## src/rtl/edf_selector.sv

```systemverilog
// Earliest-deadline-first queue selector.
// Keeps one down-counting deadline per queue, picks the pending queue with the
// smallest deadline each cycle (lowest index on ties), and registers the
// choice as a valid/id grant strobe for the downstream dispatch stage.
// The queue granted in the current cycle is masked out of selection so a
// queue whose pop is still in flight is never granted twice back to back.
module edf_selector #(
    parameter int QUEUES         = 4,
    parameter int DEADLINE_WIDTH = 16,
    localparam int ID_WIDTH      = (QUEUES > 1) ? $clog2(QUEUES) : 1
) (
    input  logic                             clock,
    input  logic                             reset,
    input  logic                             enable,
    input  logic [QUEUES-1:0]                pending,
    input  logic [QUEUES*DEADLINE_WIDTH-1:0] period,
    input  logic                             miss_clear,
    output logic                             valid,
    output logic [ID_WIDTH-1:0]              id,
    output logic [QUEUES-1:0]                miss
);

    localparam logic [DEADLINE_WIDTH-1:0] DEC_ONE = DEADLINE_WIDTH'(1);

    logic [DEADLINE_WIDTH-1:0] deadline [QUEUES];
    logic [QUEUES-1:0]         granted;
    logic [QUEUES-1:0]         candidate;
    logic [QUEUES-1:0]         miss_set;
    logic                      sel_found;
    logic [ID_WIDTH-1:0]       sel_id;
    logic [DEADLINE_WIDTH-1:0] sel_deadline;

    // Decode the current grant, form the candidate mask and the miss conditions.
    always_comb begin
        granted   = '0;
        candidate = '0;
        miss_set  = '0;
        for (int unsigned i = 0; i < QUEUES; i++) begin
            granted[i]   = valid && (id == ID_WIDTH'(i));
            candidate[i] = pending[i] && !granted[i];
            miss_set[i]  = enable && pending[i] && (deadline[i] == '0) && !granted[i];
        end
    end

    // Minimum-deadline search; strict less-than keeps the lowest index on ties.
    always_comb begin
        sel_found    = 1'b0;
        sel_id       = '0;
        sel_deadline = '1;
        for (int unsigned i = 0; i < QUEUES; i++) begin
            if (candidate[i] && (!sel_found || (deadline[i] < sel_deadline))) begin
                sel_found    = 1'b1;
                sel_id       = ID_WIDTH'(i);
                sel_deadline = deadline[i];
            end
        end
    end

    // Registered grant strobe; id keeps its last value whenever nothing is granted.
    always_ff @(posedge clock or negedge reset) begin
        if (!reset) begin
            valid <= 1'b0;
            id    <= '0;
        end else if (enable && sel_found) begin
            valid <= 1'b1;
            id    <= sel_id;
        end else begin
            valid <= 1'b0;
        end
    end

    // Deadline counters: reload on grant or idle, otherwise count down to zero.
    always_ff @(posedge clock or negedge reset) begin
        if (!reset) begin
            for (int unsigned i = 0; i < QUEUES; i++) begin
                deadline[i] <= '1;
            end
        end else if (enable) begin
            for (int unsigned i = 0; i < QUEUES; i++) begin
                if (granted[i] || !pending[i]) begin
                    deadline[i] <= period[i*DEADLINE_WIDTH +: DEADLINE_WIDTH];
                end else if (deadline[i] != '0) begin
                    deadline[i] <= deadline[i] - DEC_ONE;
                end
            end
        end
    end

    // Sticky miss flags; a new miss in the same cycle overrides the clear.
    always_ff @(posedge clock or negedge reset) begin
        if (!reset) begin
            miss <= '0;
        end else begin
            miss <= (miss & ~{QUEUES{miss_clear}}) | miss_set;
        end
    end

endmodule

```

## config.mk

```make
export PLATFORM = sky130hd
export DESIGN_NAME = edf_selector
export DESIGN_NICKNAME = d
export VERILOG_FILES = /design/src/rtl/edf_selector.sv
export SDC_FILE = /design/constraint.sdc
export NUM_CORES = 1
export LEC_CHECK = 0
export CORE_UTILIZATION = 55
export CTS_BUF_LIST = sky130_fd_sc_hd__clkbuf_4 sky130_fd_sc_hd__clkbuf_8
export DETAILED_ROUTE_END_ITERATION = 10
export GPL_TIMING_DRIVEN = 0
export PLACE_DENSITY = 0.88
export SYNTH_ARGS = -nofsm -noshare
export SYNTH_HDL_FRONTEND = slang
export SYNTH_SLANG_ARGS = --single-unit
```

## constraint.sdc

```tcl
create_clock -name clock -period 8.78 [get_ports clock]
set_input_delay 1.756 -clock clock [delete_from_list [all_inputs] [get_ports clock]]
set_output_delay 1.756 -clock clock [all_outputs]
set_load 0.005 [all_outputs]
```

Yosys cells after proc, flatten, opt, wreduce, memory -nomap -nowiden:

Cells that the tools add are included.

* bits in registers: 71
* memories kept: 0
* bits in latches: 0
* logic and storage cells: 98
* output and inout bits: 7
* memory bits (writable): 0
* memory bits (read-only): 0

* reduce and logical (&&, ||, !) cells: 59
* $mul: 0
* div/mod/pow operators: 0
* muxes and demuxes: 19
* bitwise gates (word level): 3
* shift operators: 0
* $add $sub $neg: 4
* order comparisons: 3
* eq/ne operators: 3

Operators by type and width (number)
* 2-to-1 mux 16 bit: 11
* zero test 16 bit: 4
* nonzero test 16 bit: 4
* subtractor 16 x 1 -> 16 bit, second input constant: 4
* < comparator 16 bit: 3
* logical AND 1 bit: 24
* zero test 1 bit: 11
* AND reduction 2 bit: 4
* nonzero test 2 bit: 4
* logical OR 1 bit: 7
* 2-to-1 mux 1 bit: 6
* bitwise AND 4 bit: 1
* equality test 2 bit, second input constant: 2
* 2-to-1 mux 2 bit: 2
* inverter 4 bit: 1
* OR 4 bit: 1
* equality test 2 x 1 -> 1 bit, second input constant: 1
* zero test 2 bit: 1

Logic depth before layout (Yosys ltp):

* depth after elaboration: 19
* gate-level depth with buffers: 33
* gate-level depth less buffers: 30

Least setup slack after synthesis:

OpenSTA, ideal clock, no wires.

* path type: input-to-reg
* from: input port pending[0]
* to: register id[1]
* data arrival time: 7089 ps
* buffers on the path: 4
* required time: 8659 ps
* library setup time: 121 ps
* path slack: 1570 ps
* cell stages on the path: 28
* cell sequence: nand2b_1 clkbuf_1 clkbuf_1 nor2_1 ha_1 nand4_1 a31oi_1 a211oi_1 a21oi_2 nor2_4 buf_6 mux2_2 ha_1 a21oi_1 o21a_1 o21ai_0 a221oi_1 nand2_1 o31ai_2 buf_4 mux2_1 ha_1 nand4_1 nor2_1 nor4b_1 nand2_1 o211a_1 o22a_1

* word-level cells in the longest chain between the ends: 15
* elaborated cells between the ends (all ways): 23
* classes of those cells: 3 x order compare; 9 x mux; 11 x reduce/logical

RTL lines
* start: declaration: line 15 `input logic [QUEUES-1:0] pending,`
* logical AND 1 bit *: line 40 `candidate[i] = pending[i] && !granted[i];`
* 2-to-1 mux 16 bit or 2-to-1 mux 1 bit (tied branches): line 51 `if (candidate[i] && (!sel_found || (deadline[i] < sel_deadline))) begin`
* < comparator 16 bit or zero test 1 bit (tied branches): line 51
* logical OR 1 bit: line 51
* logical AND 1 bit: line 51
* 2-to-1 mux 16 bit or 2-to-1 mux 1 bit (tied branches): line 51
* < comparator 16 bit or zero test 1 bit (tied branches): line 51
* logical OR 1 bit: line 51
* logical AND 1 bit: line 51
* 2-to-1 mux 16 bit or 2-to-1 mux 1 bit (tied branches): line 51
* < comparator 16 bit or zero test 1 bit (tied branches): line 51
* logical OR 1 bit: line 51
* logical AND 1 bit: line 51
* 2-to-1 mux 1 bit: line 51
* logical AND 1 bit: line 64 `end else if (enable && sel_found) begin`
* end signal: assignment: line 66 `id <= sel_id;`
* end: declaration: line 19 `output logic [ID_WIDTH-1:0] id,`

Mark *: on every way between the ends. The rest lies on a longest branch, timed or not.
A chain may end at the register's enable or synchronous reset.

Worst setup path in the final report:

Same ends and word-level chain as after synthesis.

==> results.yml <==
logic_synthesis:
  yosysWarnings: 0
  synth-edff-count: 0
  synth.avg_cell_area_sq_um: 7.97
  ys_ff_latch: 71
  synth_cell_type_count: 73
  syn_nets: 854
  synth_area_sq_mm: 0.00586
  synth_ff_type: "dfstp_2"
  yosysSeqAreaShare_pct: 31.7
  synthArstFlopShare_pct: 100
  synthesis.instances: 735
job:
  drv_cap: 0
pwr:
  p_sw_uw: 705
  p_leak_uw: 0.00273
  power_uw: 1630
  ir_drop_uv: 135
  p_clk_share_pct: 15.7
  p_int_uw: 923
  power.density_mw_per_mm2: 232
  power_frac_comb_pct: 48.4
  p_seq_share_pct: 35.8
  swShare_pct: 43.3
grt:
  grt_pass1_wl_um: 29200
  overflow: 0
  antenna_found_initial: 1
  grt_pass1_vias: 6069
  grt_use_total_pct: 33.3
  grt_max_degree: 72
placement:
  place_ws_ps: -65.2
  io_buffer_count: 78
  dpl.hpwl_um: 13500
  place_congestion: 0.939
detailed_routing:
  vias: 6159
  route.detailed.drc: 0
  drt-initial-drc-count: 561
  vias_per_cell: 6.39
  wl_per_cell_um: 18.7
  wl_um: 18000
  dr.pass1.iters: 6
  ant_nets: 0
cts:
  htreeDepth: 3
  clockBufferDepth: 2
  cts_tree: "built"
  cts_buffers: 9
  clk_latency_ps: 380
  cts-root-buf: "clkbuf_8"
  cts_hold_buf: 0
  cts_sinks: 71
  clk_pin_slew_ps: 80
setup_path:
  critPathLaunch: "pending[0]"
  r2r_end: "id[1]$_DFFE_PN0P_"
  cp-end-kind: "register"
  worstRegToRegCells: 31
  crit_slowest_cell: "clkdlybuf4s50_1"
  crit_fanout: 10
  slowest_delay_ps: 600
  reg2reg_slack_ps: 1410
  critical_path_class: "primary input to register"
  arrival_ps: 8610
  critical_path.endpoint: "id[1]$_DFFE_PN0P_"
  r2r_start: "id[1]$_DFFE_PN0P_"
  start_kind: "primary input"
  worstPathRequired_ps: 9100
finish:
  mostFrequentLayoutCells: "o21ai_0, nor2_1, clkdlybuf4s50_1"
  n_antenna_cell: 0
  final_common_cell: "o21ai_0"
  drive_gt1_share_pct: 15.3
  area_growth_pct: 19.7
  layout.nets: 942
sta:
  setup_slack_ps: 485
  max_freq_ghz: 0.121
  drv_slew: 0
  final_hold_viol_count: 0
  rsz0062_at_grt: "no"
  relSlewSlack_pct: 38.9
  finalSetupViolations: 0
  fin_skew_ps: 15.0
  worst_pin_slew_ps: 916
  layout_min_cycle_time_ps: 8290
  period_share_pct: 94.5
floorplanning:
  chipHeight_um: 105
  start_util_pct: 56.7
  fp.coreArea_sq_mm: 0.0103
  io_pins: 79
  die_w_um: 105
  row_count: 37
  dieArea_sq_mm: 0.0111
worst_hold_path:
  hold_class: "register to register"
  min_path_cells: 1
run_status:
  status: "finished, final reports clean"
## per-layer routing
| layer | GRT usage [%] | share of wire [%] | vias up |
|---|---|---|---|
| met3 | 6.86 | 6.8 | 56 |
| met2 | 56.1 | 49 | 287 |
| met4 | 15.4 | 3.3 | 0 |
| met1 | 40.7 | 41 | 2941 |
| li1 | - | - | 2875 |
| met5 | 0 | 0 | - |
## sequential cells by signal, summed over array words and instances (netlist names)
register / cells
miss: 4
valid: 1
deadline: 64
id: 2
## power groups by stage
stage	logic (uW)	clock network (uW)	registers (uW)
4_1_cts	764	257	580
5_1_grt	874	269	597
3_5_place_dp	757	0	583
6_report	789	256	584
2_1_floorplan	546	0	542
3_3_place_gp	712	0	580
## synth_stat cells (all sizes together), types with 3 or more instances
library cell	number	share of area, %
o211ai	6	0.77
nor2	84	5.5
nand2	60	3.9
mux2i	7	1.2
dfrtp	7	3.0
o31ai	4	0.83
a21o	3	0.38
a22oi	17	2.2
a21oi	72	6.2
nand3	18	1.5
nand2b	9	1.0
a22o	3	0.45
ha	47	10
o2bb2ai	3	0.45
and2	4	0.43
a211oi	7	0.90
mux2	12	2.3
o21a	15	1.9
or3	12	1.3
nor3	36	3.3
nor2b	5	0.53
inv	40	2.6
buf	16	1.6
nand4	9	0.96
o21ai	88	7.5
o22ai	14	1.5
clkbuf	22	1.4
a31oi	4	0.43
a2bb2oi	3	0.45
dfstp	64	29
o22a	3	0.45
a2111oi	3	0.47
nor4	10	1.4
## layout make-up
cell class	instances	area [sq um]
clock buffers	13	166
well taps	136	170
inverters	40	150
repair buffers	78	778
clock inverters	3	17.5
plain buffers	37	173
multi-input cells	586	3700
fillers	865	3310
flip-flops and latches	71	1860
## metrics by stage
step	std cells	TNS (ps)	hold slack (ps)	util, %	area, sq um
floorplan	735	0	473	-	5860
global placement	949	-14.5	492	65.9	6810
detailed placement	949	-126	502	65.9	6810
CTS	965	0	513	67.7	6990
global route	964	0	533	67.9	7010
finish	964	0	514	67.9	7010
## how the worst min path moves through the flow
stage                             startpoint                  endpoint  slack (ps)
detailed placement  deadline[62]$_DFFE_PN1P_  deadline[62]$_DFFE_PN1P_         500
global route        deadline[15]$_DFFE_PN1P_  deadline[15]$_DFFE_PN1P_         530
CTS                 deadline[62]$_DFFE_PN1P_  deadline[62]$_DFFE_PN1P_         510
global placement    deadline[62]$_DFFE_PN1P_  deadline[62]$_DFFE_PN1P_         490
finish              deadline[62]$_DFFE_PN1P_  deadline[62]$_DFFE_PN1P_         510
floorplan            deadline[1]$_DFFE_PN1P_   deadline[1]$_DFFE_PN1P_         470
## logic make-up (layout without fill, tap and decap cells)
| group | count (synthesis) | count (layout) | share of synthesized area, % |
|---|---|---|---|
| mux | 19 | 19 | 3.50 |
| buf+inv | 78 | 171 | 5.55 |
| simple gates | 258 | 258 | 21.6 |
| compound gates | 261 | 261 | 27.4 |
| fa+ha+maj | 48 | 48 | 10.2 |
| flops | 71 | 71 | 31.7 |
## worst max-delay path: cells and delay by family
family	cells	cell delay (ps)
compound gates	18	3210
fa+ha+maj	3	870
buf+inv	5	1330
mux	1	390
simple gates	6	1050
## timing repair
item,4_1_cts,5_1_grt
gates resized for setup,0,8
setup buffers,0,0
endpoints found under the setup margin,0,2
(Power assumes the default switching activity.)
